**src/rtl/wb_pkg.sv**
```systemverilog
// Shared types for the write-back buffer: drain FSM states and the buffer entry layout.
// Entry fields are sized to WB_MAX_WIDTH; instances use DATA_WIDTH <= WB_MAX_WIDTH.
package wb_pkg;

    localparam int WB_MAX_WIDTH = 32;

    typedef enum logic {
        IDLE  = 1'b0,
        DRAIN = 1'b1
    } wb_state_t;

    typedef struct packed {
        logic                    valid;
        logic [WB_MAX_WIDTH-1:0] addr;
        logic [WB_MAX_WIDTH-1:0] data;
    } wb_entry_t;

endpackage

```
**src/rtl/wb_match.sv**
```systemverilog
// Address match across the buffer, returning the youngest valid matching entry.
// Entries are walked from the head (oldest) so a later match overrides an earlier one.
// i_excl_head masks the head slot when it is already in flight to memory.
module wb_match
    import wb_pkg::*;
#(
    parameter int DATA_WIDTH = 32,
    parameter int DEPTH      = 4,
    parameter int PTR_W      = 2
) (
    input  wb_entry_t [DEPTH-1:0]  i_entries,
    input  logic [PTR_W-1:0]       i_head,
    input  logic [DATA_WIDTH-1:0]  i_key,
    input  logic                   i_excl_head,
    output logic                   o_hit,
    output logic [PTR_W-1:0]       o_idx,
    output logic [DATA_WIDTH-1:0]  o_data
);

    logic [PTR_W-1:0] w_pos;
    logic             w_match;

    // Oldest-to-youngest scan; the last qualifying entry wins
    always_comb begin
        o_hit   = 1'b0;
        o_idx   = '0;
        o_data  = '0;
        w_pos   = i_head;
        w_match = 1'b0;
        for (int k = 0; k < DEPTH; k++) begin
            w_pos   = i_head + PTR_W'(k);
            w_match = i_entries[w_pos].valid
                      && (i_entries[w_pos].addr == WB_MAX_WIDTH'(i_key))
                      && !(i_excl_head && (k == 0));
            o_idx   = w_match ? w_pos : o_idx;
            o_data  = w_match ? DATA_WIDTH'(i_entries[w_pos].data) : o_data;
            o_hit   = o_hit | w_match;
        end
    end

endmodule

```
**src/rtl/writeback_buffer.sv**
```systemverilog
// Write-back buffer between a cache and main memory: a circular FIFO of evicted
// lines that drains one entry at a time through a req/ack handshake, coalescing
// repeated evictions to the same address.
// Optional feature: define WB_FORWARD_EN to enable the rd_addr lookup path
// (rd_hit/rd_data); without it those outputs are tied to zero.
module writeback_buffer
    import wb_pkg::*;
#(
    parameter int DATA_WIDTH = 32,
    parameter int DEPTH      = 4
) (
    input  logic                  clk,
    input  logic                  rst,
    input  logic                  dirty_en,
    input  logic [DATA_WIDTH-1:0] dirty_add,
    input  logic [DATA_WIDTH-1:0] dirty_data,
    output logic                  full,
    input  logic [DATA_WIDTH-1:0] rd_addr,
    output logic                  rd_hit,
    output logic [DATA_WIDTH-1:0] rd_data,
    output logic                  mem_req,
    output logic [DATA_WIDTH-1:0] mem_addr,
    output logic [DATA_WIDTH-1:0] mem_data,
    input  logic                  mem_ack
);

    localparam int PTR_W = $clog2(DEPTH);
    localparam int CNT_W = PTR_W + 1;

    wb_entry_t [DEPTH-1:0] r_entries;
    logic [PTR_W-1:0]      r_head;
    logic [PTR_W-1:0]      r_tail;
    logic [CNT_W-1:0]      r_count;
    wb_state_t             r_state;

    logic                  w_pop;
    logic                  w_accept;
    logic                  w_coal;
    logic                  w_append;
    logic [CNT_W-1:0]      w_count_nxt;
    logic                  w_cm_hit;
    logic [PTR_W-1:0]      w_cm_idx;
    logic [DATA_WIDTH-1:0] w_unused_cm_data;

    // The head is in flight while draining, so it is excluded from coalescing then
    wb_match #(
        .DATA_WIDTH (DATA_WIDTH),
        .DEPTH      (DEPTH),
        .PTR_W      (PTR_W)
    ) u_coalesce (
        .i_entries   (r_entries),
        .i_head      (r_head),
        .i_key       (dirty_add),
        .i_excl_head (r_state == DRAIN),
        .o_hit       (w_cm_hit),
        .o_idx       (w_cm_idx),
        .o_data      (w_unused_cm_data)
    );

    // A push needs a free slot, or the slot freed by a pop in the same cycle
    assign w_pop       = (r_state == DRAIN) && mem_ack;
    assign w_accept    = dirty_en && (!full || w_pop);
    assign w_coal      = w_accept && w_cm_hit;
    assign w_append    = w_accept && !w_cm_hit;
    assign w_count_nxt = r_count + CNT_W'(w_append) - CNT_W'(w_pop);

    assign full     = (r_count == CNT_W'(DEPTH));
    assign mem_req  = (r_state == DRAIN);
    assign mem_addr = mem_req ? DATA_WIDTH'(r_entries[r_head].addr) : '0;
    assign mem_data = mem_req ? DATA_WIDTH'(r_entries[r_head].data) : '0;

    // Storage and pointers: pop retires the head, append fills the tail (wins on shared slot)
    always_ff @(posedge clk) begin
        if (rst) begin
            r_entries <= '0;
            r_head    <= '0;
            r_tail    <= '0;
            r_count   <= '0;
        end else begin
            if (w_pop) begin
                r_entries[r_head].valid <= 1'b0;
                r_head                  <= r_head + PTR_W'(1);
            end
            if (w_coal) begin
                r_entries[w_cm_idx].data <= WB_MAX_WIDTH'(dirty_data);
            end
            if (w_append) begin
                r_entries[r_tail] <= '{valid: 1'b1,
                                       addr:  WB_MAX_WIDTH'(dirty_add),
                                       data:  WB_MAX_WIDTH'(dirty_data)};
                r_tail            <= r_tail + PTR_W'(1);
            end
            r_count <= w_count_nxt;
        end
    end

    // Drain controller: request memory while entries remain, release when empty
    always_ff @(posedge clk) begin
        if (rst) begin
            r_state <= IDLE;
        end else begin
            case (r_state)
                IDLE:    r_state <= (r_count != '0) ? DRAIN : IDLE;
                DRAIN:   r_state <= (w_count_nxt != '0) ? DRAIN : IDLE;
                default: r_state <= IDLE;
            endcase
        end
    end

`ifdef WB_FORWARD_EN
    logic                  w_fw_hit;
    logic [PTR_W-1:0]      w_unused_fw_idx;
    logic [DATA_WIDTH-1:0] w_fw_data;

    // Fill lookup sees every valid entry, including a head that is in flight
    wb_match #(
        .DATA_WIDTH (DATA_WIDTH),
        .DEPTH      (DEPTH),
        .PTR_W      (PTR_W)
    ) u_lookup (
        .i_entries   (r_entries),
        .i_head      (r_head),
        .i_key       (rd_addr),
        .i_excl_head (1'b0),
        .o_hit       (w_fw_hit),
        .o_idx       (w_unused_fw_idx),
        .o_data      (w_fw_data)
    );

    assign rd_hit  = w_fw_hit;
    assign rd_data = w_fw_hit ? w_fw_data : '0;
`else
    logic w_unused_rd_addr;

    assign w_unused_rd_addr = ^rd_addr;
    assign rd_hit           = 1'b0;
    assign rd_data          = '0;
`endif

endmodule

```
**config.mk**
```make
export PLATFORM = sky130hd
export DESIGN_NAME = writeback_buffer
export DESIGN_NICKNAME = d
export VERILOG_FILES = /design/src/rtl/wb_pkg.sv /design/src/rtl/wb_match.sv /design/src/rtl/writeback_buffer.sv
export SDC_FILE = /design/constraint.sdc
export NUM_CORES = 1
export LEC_CHECK = 0
export CORE_ASPECT_RATIO = 1.75
export CORE_MARGIN = 2
export CORE_UTILIZATION = 34
export DETAILED_ROUTE_END_ITERATION = 12
export HOLD_SLACK_MARGIN = 0.02
export PLACE_DENSITY = 0.58
export SLEW_MARGIN = 0
export SYNTH_ARGS = -nofsm -noshare
export SYNTH_HDL_FRONTEND = slang
export SYNTH_SLANG_ARGS = --single-unit
```
**constraint.sdc**
```tcl
create_clock -name clk -period 5.05 [get_ports clk]
set_clock_uncertainty 0.05 [all_clocks]
set_input_delay 1.01 -clock clk [delete_from_list [all_inputs] [get_ports clk]]
set_output_delay 1.01 -clock clk [all_outputs]
set_load 0.01 [all_outputs]
```
==> summary.txt <==
crit-path cells: clkinv_1 > ha_1 > buf_12 > inv_1 > mux2i_1 > xnor2_1 > buf_4 > nor3_1 > and4b_1 > nand3_1 > nor4bb_1 > inv_1 > ha_1 > inv_1 > ha_1 > fa_1 > xnor2_1 > xnor2_1 > a311oi_1
hold_buf cts: 0
Post-Synth XOR/XNOR Area: 5.37%
Area Growth Syn to Fin: 20.6%
syn avg cell area: 9.91 um2
Non-Filler Cell Area, Final: 20300 um2
Slew Limit Fails: 0
Crit path depth: 19
R2R Path Start: r_head[1]$_SDFFE_PP0P_
delay-heaviest family, CP: simple AND/OR/NAND/NOR gates
largest area contributor in the netlist: dfxtp_1
worst setup path class: reg -> reg
most frequent cells in the layout: mux2i_1 (371), dfxtp_1 (265), nand2b_1 (164)
Detailed Route Iter0 Violations: 703
Chip Height: 298 um
Synth Area in Simple Gates: 16.0%
crit path DAT: 5.13 ns
placement row count: 107
Antenna Cells: 0
vias per cell: 5.23
worst setup path startpoint: r_head[1]$_SDFFE_PP0P_
worst setup path endpoint: mem_req$_SDFF_PP0_
Worst setup SP type: flip-flop
Cell Area, Placed: 19300 um2
sequential fraction of the synthesis area: 31.9%
largest family of logic cells by synthesized area: multiplexers
most common cell after layout, fill and taps aside: mux2i_1
Period minus WS final: 4.70 ns
Num CTS Buffers: 28
Hold/Removal Path Class: reg -> reg
pre-CTS WS: -0.0462 ns
fillcell total: 4794
initial antenna violation count: 0
Ys Warns: 0
static leakage: 0.00788 uW
worst slew pin tran: 1.07 ns
Slowest cell on crit path: nor3_1
final setup TNS: 0 ns
area share of fa/ha/maj cells after synthesis: 0.864%
CP required: 5.48 ns
flop-to-flop setup slack: 0.35 ns
CTS tree: yes
clock transition at the registers of the reported paths: 0.06 ns
number of setup violations in the final report: 0
core footprint: 48700 um2
starting density of the core: 34.5%
Die Wd: 172 um
top_reg_cell synth: dfxtp_1
EDFF count, synth: 0
#FFs+latches synth: 268
number of remaining DRC errors: 0
die footprint: 51300 um2
Max Cap Viol: 0
CTS-repair resized insts: 0
CP peak stage delay: 0.59 ns
PwrDens: 359 nW/um2
multiplexer share of the synthesized area: 33.2%
worst path buffer plus inverter count: 6
fin cells: 2526
worst r2r dst: mem_req$_SDFF_PP0_
RSZ-0062 raised after global routing: no
Post-DP HPWL: 41400 um
Detail Route Antenna Nets: 0
final hold vios: 0
Async S/R FF share, synth: 0%
crit end category: flip-flop
VDD IR-drop max: 0.000239 V
DR pass1 iterations: 6
top cell type's share of synthesized area: 31.9%
routed len/inst: 22.5 um
number of port buffers: 133
first-pass GRT wire length: 85000 um
Post-Place Cells: 2475
Max-Slew Margin vs Limit: 28.8%
worst skew pair latency: 0.58 ns
worst-path fanout max: 25
CTS Root Cell: clkbuf_16
dominant cells by area after synthesis: dfxtp_1 (32%), mux2i_1 (22%), mux4_2 (9.8%), nand2b_1 (6.1%), xnor2_1 (4.1%)
I/O pins: 199
status: complete, no violations
Worst Setup Slack, final: 0.350 ns
clock sink count: 268
total wire length: 56900 um
DR vias: 13200
WHS Path Cells: 2
total track usage: 22.2%
share of cells above drive strength 1: 15.9%
largest net degree at the start of global routing: 189
global-route congestion overflow total: 0
clk buf depth: 3
Layout Nets: 1962
Synth Cell Area: 16800 um2
compound-gate portion of the synthesized area: 5.96%
FMAX: 213 MHz
final worst-path cycle share: 93.1%
routability cong.: 0.955
H-tree depth: 1
count of cell types in the netlist: 72
cells after synthesis: 1695
Post-CTS Repair Setup Buffers: 0
R2R cell count: 19
vias in the first global route: 13900
## kinds of logic (layout without fill, tap and decap cells)
logic type,Yosys count,after routing
fa+ha+maj,11,11
compound gates,131,131
flops,268,268
buf+inv,203,348
other cells,1,33
mux,462,462
simple gates,516,516
xor+xnor,103,103
## cells in the mapped netlist (all sizes together), types with 7 or more instances
cell type  number
a2111oi         9
a211oi          7
a21oi          25
a22oi           8
a31oi           7
and2           57
and3           14
buf           108
clkbuf         72
dfxtp         268
ha             10
inv            21
mux2           16
mux2i         373
mux4           73
nand2          62
nand2b        164
nand3           9
nand4          10
nor2          159
nor3            8
nor4           12
o21ai          16
o22ai          10
xnor2          79
xor2           24
## how the worst min path moves through the flow
stage	start	to	slack, ns
global route	r_entries[199]$_SDFF_PP0_	r_entries[199]$_SDFF_PP0_	0.44
finish	r_entries[1]$_SDFF_PP0_	r_entries[1]$_SDFF_PP0_	0.42
floorplan	r_entries[131]$_SDFF_PP0_	r_entries[131]$_SDFF_PP0_	0.40
CTS	r_entries[214]$_SDFF_PP0_	r_entries[214]$_SDFF_PP0_	0.43
global placement	r_entries[7]$_SDFF_PP0_	r_entries[7]$_SDFF_PP0_	0.41
detailed placement	r_entries[226]$_SDFF_PP0_	r_entries[226]$_SDFF_PP0_	0.42
## cell type report
type / instances / area (um2) / area share [%]
Sequential cell: 268 / 5370 / 26.5
Clock buffer: 39 / 853 / 4.21
Clock inverter: 12 / 148 / 0.728
Inverter: 23 / 86.3 / 0.426
Tap cell: 654 / 818 / 4.04
Timing Repair Buffer: 274 / 2540 / 12.5
Multi-Input combinational cell: 1256 / 10400 / 51.5
## worst reg2reg max path: stages, from the launching register on
cell	delay, ns
dfxtp_4	0.36
clkinv_1	0.07
ha_1	0.32
buf_12	0.19
inv_1	0.39
mux2i_1	0.29
xnor2_1	0.09
buf_4	0.15
nor3_1	0.60
and4b_1	0.33
nand3_1	0.16
nor4bb_1	0.22
inv_1	0.09
ha_1	0.12
inv_1	0.04
ha_1	0.18
fa_1	0.42
xnor2_1	0.20
xnor2_1	0.10
a311oi_1	0.24
## report_power, final
group / leakage (uW) / switching, uW / total, uW / internal, uW
sequential: 0.00218 / 153 / 2480 / 2320
clock: 0.000491 / 926 / 2260 / 1330
combinational: 0.00521 / 1390 / 2550 / 1160
total: 0.00788 / 2470 / 7280 / 4810
## per-stage QoR
step                util (%)  power, uW  hold WS, ns
detailed placement      39.5       5090        0.416
global placement        39.5       5050        0.407
finish                  41.6       7280        0.423
global route            41.6       7630        0.435
floorplan                  -       4170        0.399
CTS                     41.6       7390        0.427
## routing by layer
| layer | share of wire (%) | vias up | track usage [%] |
|---|---|---|---|
| met5 | 0 | - | 0 |
| met2 | 51 | 389 | 39.5 |
| li1 | - | 6195 | - |
| met1 | 35 | 6445 | 22.4 |
| met3 | 4.2 | 172 | 2.91 |
| met4 | 9.8 | 0 | 18.7 |
## registers in the layout (all words and copies together) (netlist names)
name       flops
r_entries    260
r_count        3
r_head         2
r_tail         2
mem_req        1
Note: power is estimated with default switching activity, not from simulation.
